**src/rtl/bin2bcd_pkg.sv**
```systemverilog
// Shared types and constants for the sequential binary-to-BCD display.
// 7-seg patterns are {g,f,e,d,c,b,a}, active-low.
package bin2bcd_pkg;

    typedef enum logic [1:0] {
        IDLE,
        SHIFT,
        DONE
    } state_t;

    localparam logic [6:0] SEG_DIGIT [0:9] = '{
        7'b1000000, 7'b1111001, 7'b0100100, 7'b0110000, 7'b0011001,
        7'b0010010, 7'b0000010, 7'b1111000, 7'b0000000, 7'b0010000
    };
    localparam logic [6:0] SEG_BLANK = 7'b1111111;
    localparam logic [6:0] SEG_MINUS = 7'b0111111;

    function automatic logic [63:0] pow10(input int n);
        logic [63:0] r;
        r = 64'd1;
        for (int i = 0; i < n; i++) r = r * 64'd10;
        return r;
    endfunction

endpackage

```
**src/rtl/bin2bcd_seq_display_if.sv**
```systemverilog
// Start/busy/done request bundle between a client and bin2bcd_seq_display.
// master drives start/bin; slave returns status and the result.
interface bin2bcd_seq_display_if #(
    parameter int WIDTH  = 8,
    parameter int DIGITS = 3
);
    logic                  start;
    logic [WIDTH-1:0]      bin;
    logic                  busy;
    logic                  done;
    logic                  ovf;
    logic [4*DIGITS-1:0]   bcd;
    logic [7*DIGITS-1:0]   hex;

    modport master (
        output start, bin,
        input  busy, done, ovf, bcd, hex
    );

    modport slave (
        input  start, bin,
        output busy, done, ovf, bcd, hex
    );
endinterface

```
**src/rtl/bin2bcd_seq_display_seg7_decode.sv**
```systemverilog
// One BCD digit to an active-low 7-segment pattern.
// Codes above 9 show blank.
module seg7_decode
    import bin2bcd_pkg::*;
(
    input  logic [3:0] i_bcd,
    output logic [6:0] o_seg
);

    always_comb begin
        o_seg = SEG_BLANK;
        if (i_bcd < 4'd10) o_seg = SEG_DIGIT[i_bcd];
    end

endmodule

```
**src/rtl/bin2bcd_seq_display.sv**
```systemverilog
// Sequential double-dabble binary to BCD converter with 7-seg outputs.
// Optional LEADING_ZERO_BLANK_EN blanks zero digits above the MSD.
module bin2bcd_seq_display
    import bin2bcd_pkg::*;
#(
    parameter int WIDTH  = 8,
    parameter int DIGITS = 3
) (
    input  logic                   clk,
    input  logic                   rst_n,
    bin2bcd_seq_display_if.slave   bus
);

    localparam int          CW    = $clog2(WIDTH + 1);
    localparam int          BW    = 4 * DIGITS;
    localparam logic [63:0] LIMIT = pow10(DIGITS) - 64'd1;

    state_t              r_state;
    state_t              w_state_nxt;
    logic [WIDTH-1:0]    r_shift;
    logic [BW-1:0]       r_scr;
    logic [CW-1:0]       r_cnt;
    logic                r_ovf_nxt;
    logic                r_ovf;
    logic                r_done;
    logic [BW-1:0]       r_bcd;
    logic [7*DIGITS-1:0] r_hex;
    logic [BW-1:0]       w_adj;
    logic [7*DIGITS-1:0] w_seg;
    logic [7*DIGITS-1:0] w_hex;
    logic                w_ovf;

    assign w_ovf = (64'(bus.bin) > LIMIT);

    always_ff @(posedge clk) begin
        if (!rst_n) r_state <= IDLE;
        else        r_state <= w_state_nxt;
    end

    always_comb begin
        w_state_nxt = r_state;
        unique case (r_state)
            IDLE:    if (bus.start) w_state_nxt = SHIFT;
            SHIFT:   if (r_cnt == CW'(1)) w_state_nxt = DONE;
            DONE:    w_state_nxt = IDLE;
            default: w_state_nxt = IDLE;
        endcase
    end

    // Add-3 correction applied before every shift
    always_comb begin
        w_adj = r_scr;
        for (int i = 0; i < DIGITS; i++) begin
            if (r_scr[4*i +: 4] >= 4'd5)
                w_adj[4*i +: 4] = r_scr[4*i +: 4] + 4'd3;
        end
    end

    for (genvar g = 0; g < DIGITS; g++) begin : g_seg
        seg7_decode u_seg (
            .i_bcd (r_scr[4*g +: 4]),
            .o_seg (w_seg[7*g +: 7])
        );
    end

    always_comb begin
        w_hex = w_seg;
        if (r_ovf_nxt) begin
            w_hex = {DIGITS{SEG_MINUS}};
        end
`ifdef LEADING_ZERO_BLANK_EN
        else begin
            logic w_zero;
            w_zero = 1'b1;
            for (int i = DIGITS - 1; i >= 1; i--) begin
                w_zero = w_zero & (r_scr[4*i +: 4] == 4'd0);
                if (w_zero) w_hex[7*i +: 7] = SEG_BLANK;
            end
        end
`endif
    end

    always_ff @(posedge clk) begin
        if (!rst_n) begin
            r_shift   <= '0;
            r_scr     <= '0;
            r_cnt     <= '0;
            r_ovf_nxt <= 1'b0;
            r_ovf     <= 1'b0;
            r_done    <= 1'b0;
            r_bcd     <= '0;
            r_hex     <= {DIGITS{SEG_DIGIT[0]}};
        end else begin
            r_done <= 1'b0;
            unique case (r_state)
                IDLE: begin
                    if (bus.start) begin
                        r_shift   <= bus.bin;
                        r_scr     <= '0;
                        r_cnt     <= CW'(WIDTH);
                        r_ovf_nxt <= w_ovf;
                    end
                end
                SHIFT: begin
                    {r_scr, r_shift} <= {w_adj, r_shift} << 1;
                    r_cnt            <= r_cnt - CW'(1);
                end
                DONE: begin
                    r_bcd  <= r_scr;
                    r_hex  <= w_hex;
                    r_ovf  <= r_ovf_nxt;
                    r_done <= 1'b1;
                end
                default: ;
            endcase
        end
    end

    assign bus.busy = (r_state != IDLE);
    assign bus.done = r_done;
    assign bus.ovf  = r_ovf;
    assign bus.bcd  = r_bcd;
    assign bus.hex  = r_hex;

endmodule

```
**src/flat_wrapper.sv**
```systemverilog
// flat-port wrapper written by rule: the top's interface ports become plain ports
module bin2bcd_seq_display_flat import bin2bcd_pkg::*;
#(
    parameter int WIDTH  = 8,
    parameter int DIGITS = 3
)
  (clk, rst_n, bus_start, bus_bin, bus_busy, bus_done, bus_ovf, bus_bcd, bus_hex);
  bin2bcd_seq_display_if #(.WIDTH(WIDTH), .DIGITS(DIGITS)) bus_i ();
  input  logic clk;
  input  logic rst_n;
  input wire logic [$bits(bus_i.start)-1:0] bus_start;
  input wire logic [$bits(bus_i.bin)-1:0] bus_bin;
  output wire logic [$bits(bus_i.busy)-1:0] bus_busy;
  output wire logic [$bits(bus_i.done)-1:0] bus_done;
  output wire logic [$bits(bus_i.ovf)-1:0] bus_ovf;
  output wire logic [$bits(bus_i.bcd)-1:0] bus_bcd;
  output wire logic [$bits(bus_i.hex)-1:0] bus_hex;
  assign bus_i.start = bus_start;
  assign bus_i.bin = bus_bin;
  assign bus_busy = bus_i.busy;
  assign bus_done = bus_i.done;
  assign bus_ovf = bus_i.ovf;
  assign bus_bcd = bus_i.bcd;
  assign bus_hex = bus_i.hex;
  bin2bcd_seq_display #(.WIDTH(WIDTH), .DIGITS(DIGITS)) u_core (.clk(clk), .rst_n(rst_n), .bus(bus_i));
endmodule
```
**config.mk**
```make
export PLATFORM = sky130hd
export DESIGN_NAME = bin2bcd_seq_display_flat
export DESIGN_NICKNAME = d
export VERILOG_FILES = /design/src/rtl/bin2bcd_pkg.sv /design/src/rtl/bin2bcd_seq_display_if.sv /design/src/rtl/bin2bcd_seq_display_seg7_decode.sv /design/src/rtl/bin2bcd_seq_display.sv /design/src/flat_wrapper.sv
export SDC_FILE = /design/constraint.sdc
export NUM_CORES = 1
export LEC_CHECK = 0
export CELL_PAD_IN_SITES_DETAIL_PLACEMENT = 1
export CELL_PAD_IN_SITES_GLOBAL_PLACEMENT = 2
export CORE_MARGIN = 5
export CORE_UTILIZATION = 29
export CTS_CLUSTER_DIAMETER = 150
export DETAILED_ROUTE_END_ITERATION = 10
export MAX_ROUTING_LAYER = met4
export PLACE_DENSITY_LB_ADDON = 0.15
export RECOVER_POWER = 100
export SYNTH_ARGS = -nofsm -noshare
export SYNTH_HDL_FRONTEND = slang
export SYNTH_SLANG_ARGS = --single-unit
```
**constraint.sdc**
```tcl
create_clock -name clk -period 1.5 [get_ports clk]
set_input_delay 0.3 -clock clk [delete_from_list [all_inputs] [get_ports clk]]
set_output_delay 0.3 -clock clk [all_outputs]
set_load 0.1 [all_outputs]
```
==> results.md <==
* Status: complete, no violations
* Die area at 12,300 sq um
* Post-DRT Antenna Nets at 0
* Seq/Total Area, Yosys at 40.8%
* Maximum fanout along the worst path at 9
* Kind of critical path: reg2out
* Floorplan row count at 36
* Mapped Avg Cell Area at 8.71 sq um
* Seq cells post-synth at 60
* Placement Cell Area at 4030 sq um
* Final wirelength at 8230 microns
* Post-Synthesis Cell Area at 2940 sq um
* Worst path required time at 1.20 ns
* Shortest period the worst path allows at 1.45 ns
* Count of input and output buffers at 45
* Cell taking the most area after synthesis: dfxtp_1
* Final Max Slew Viols at 0
* Post-route cell area at 3850 sq um
* Die Wd at 111 microns
* Vias in the first global route at 2,799
* Placer Congestion at 0.746
* Largest cells by area after synthesis: dfxtp_1 (41%), ha_1 (7.2%), nand2_1 (6.3%)
* CTS root buffer: clkbuf_8
* Final #Nets at 434
* Largest net degree at the start of global routing at 25
* TritonCTS Sinks at 60
* Vias at 2,619
* Final hold vios at 0
* Clk slew on worst S/H paths at 0.07 ns
* CTS Buffer Depth at 2
* Fill cells at 1,192
* First drt pass iteration count at 4
* CTS tree: done
* I/O Pins at 47
* Period utilization at 96.4%
* Number of enable flip-flop cells after synthesis at 0
* Layout cells sized above 1 at 26.3%
* Number of distinct library cells after synthesis at 44
* WHS at 0.447 ns
* Initial antenna violation count at 0
* DP HPWL at 6000 microns
* CTS buffer count at 9
* P_leak at 1.58 nW
* Max-cap violations at 0
* ANT cells at 0
* Maximum clock rate at 691 MHz
* Overflow after GRT at 0
* Ys Warns at 0
* Final setup viols at 0
* P&R area growth vs syn at 30.7%
* Die height at 111 microns
* Crit path DAT at 1.15 ns
* Average wire per standard cell at 15.1 microns
* Power per cell area at 907 nW/um^2
* Clk Latency, worst-skew pair at 0.34 ns
* DRC viols at 0
* Syn Nets at 366
* Post-layout util at 39.2%
* H-tree depth at 3
* Primary flip-flop cell chosen by synthesis mapping: dfxtp_1
* All-Layer GR Usage at 14.1%
* Gate Count Post-Synth at 338
* Avg Vias per Cell at 4.81
* Setup Skew at 0.0130 ns
* Starting Density at 30.0%
* Placeable Area at 9820 sq um
* Yosys top cell area share at 40.8%
* Worst hold path type: reg2reg
* First-pass GRT wire length at 14,100 microns
* CP startpoint kind: flop
* Setup crit end kind: primary output
* Worst VDD drop at 0.000397 V
* CTS Hold Buffers Added at 0
* Async SR Flop Fraction at 0%
* Initial DRC count at 57
==> logic make-up after synthesis <==
kind of cell | Yosys count | synth area share [%]
AOI/OAI and AO/OA | 109 | 25.6
and+or+nand+nor | 105 | 16.2
DFF | 60 | 40.8
buffers and inverters | 35 | 6.50
adders and majority gates | 17 | 7.23
xor gates and xnor gates | 6 | 1.79
muxes | 5 | 1.74
other | 1 | 0.127
==> power breakdown <==
| part | leakage [nW] | switching, mW | internal, mW |
|---|---|---|---|
| sequential | 0.488 | 0.0354 | 1.64 |
| clock | 0.0937 | 0.647 | 0.737 |
| combinational | 0.996 | 0.268 | 0.161 |
==> placed cells by master (no fill, tap or decap), types with 5 or more instances in the layout <==
master           count
a21boi_0            10
a21boi_1             5
a21oi_1             23
buf_4               21
clkbuf_1             6
clkbuf_4            35
clkbuf_8            12
clkdlybuf4s50_1      8
dfxtp_1             56
ha_1                14
inv_1                9
nand2_1             48
nand2b_1             7
nor2_1              25
o21ai_0             28
o221a_2              6
o221ai_1             8
o22ai_1              6
xnor2_1              6
==> area by class of cell <==
type                    instances  area, sq um  share of cell area [%]
repair buffers                 78          632                    16.4
flip-flops and latches         60         1210                    31.4
inverters                      14         62.6                    1.63
multi-input cells             243         1600                    41.5
well taps                     133          166                    4.33
clock inverters                 1         5.00                   0.130
clock buffers                  15          176                    4.59
==> timing repair <==
| action | 4_1_cts | 5_1_grt |
|---|---|---|
| pin swaps | 1 | 5 |
| gates resized for setup | 7 | 15 |
| endpoints found under the setup margin | 5 | 11 |
| setup buffers | 0 | 3 |
==> routing by layer <==
layer  track usage, %  wire [microns]
met5                -               0
met1             16.9            3850
met4             4.93             117
met3             3.06             206
met2             23.6            4060
==> sequential cells by signal, summed over array words and instances (netlist names) <==
signal,flops
u_core.r_state,2
u_core.bus.hex,21
u_core.r_cnt,4
u_core.bus.bcd,12
u_core.bus.done,1
u_core.r_shift,8
u_core.r_scr,12
==> metrics by stage <==
| stage | TNS, ns | setup slack [ns] | std cells | power (mW) |
|---|---|---|---|---|
| CTS | 0 | 0.00636 | 541 | 3.55 |
| floorplan | 0 | 0.0286 | 338 | 2.00 |
| finish | 0 | 0.0535 | 544 | 3.49 |
| global placement | -0.448 | -0.0969 | 525 | 2.15 |
| detailed placement | -0.948 | -0.133 | 525 | 2.16 |
| global route | -0.000451 | -0.000451 | 544 | 3.64 |
==> final timing paths <==
check             cells after the start              start  slack [ns]                 to
setup reg to reg                      6    u_core.r_scr[1]        0.08    u_core.r_scr[2]
hold reg to reg                       2  u_core.bus.hex[9]        0.45  u_core.bus.hex[9]
hold / removal                        2  u_core.bus.hex[9]        0.45  u_core.bus.hex[9]
setup / recovery                      4  u_core.r_state[0]        0.05           bus_busy
==> synth_stat cells (6+ instances only) <==
| cell type | n |
|---|---|
| dfxtp_1 | 60 |
| nand2_1 | 49 |
| o21ai_0 | 28 |
| a21oi_1 | 25 |
| nor2_1 | 25 |
| ha_1 | 17 |
| inv_1 | 12 |
| a21boi_0 | 9 |
| nand2b_1 | 9 |
| buf_2 | 8 |
| o221ai_1 | 8 |
| a21boi_1 | 6 |
| buf_4 | 6 |
| o221a_2 | 6 |
| o22ai_1 | 6 |
| xnor2_1 | 6 |
==> critical path, stage by stage (launching register included) <==
cell and delay (ns):
dfxtp_2 0.34, buf_8 0.13, inv_6 0.10, nand2_2 0.07, buf_12 0.17
Power figures use the tool's default switching activity.
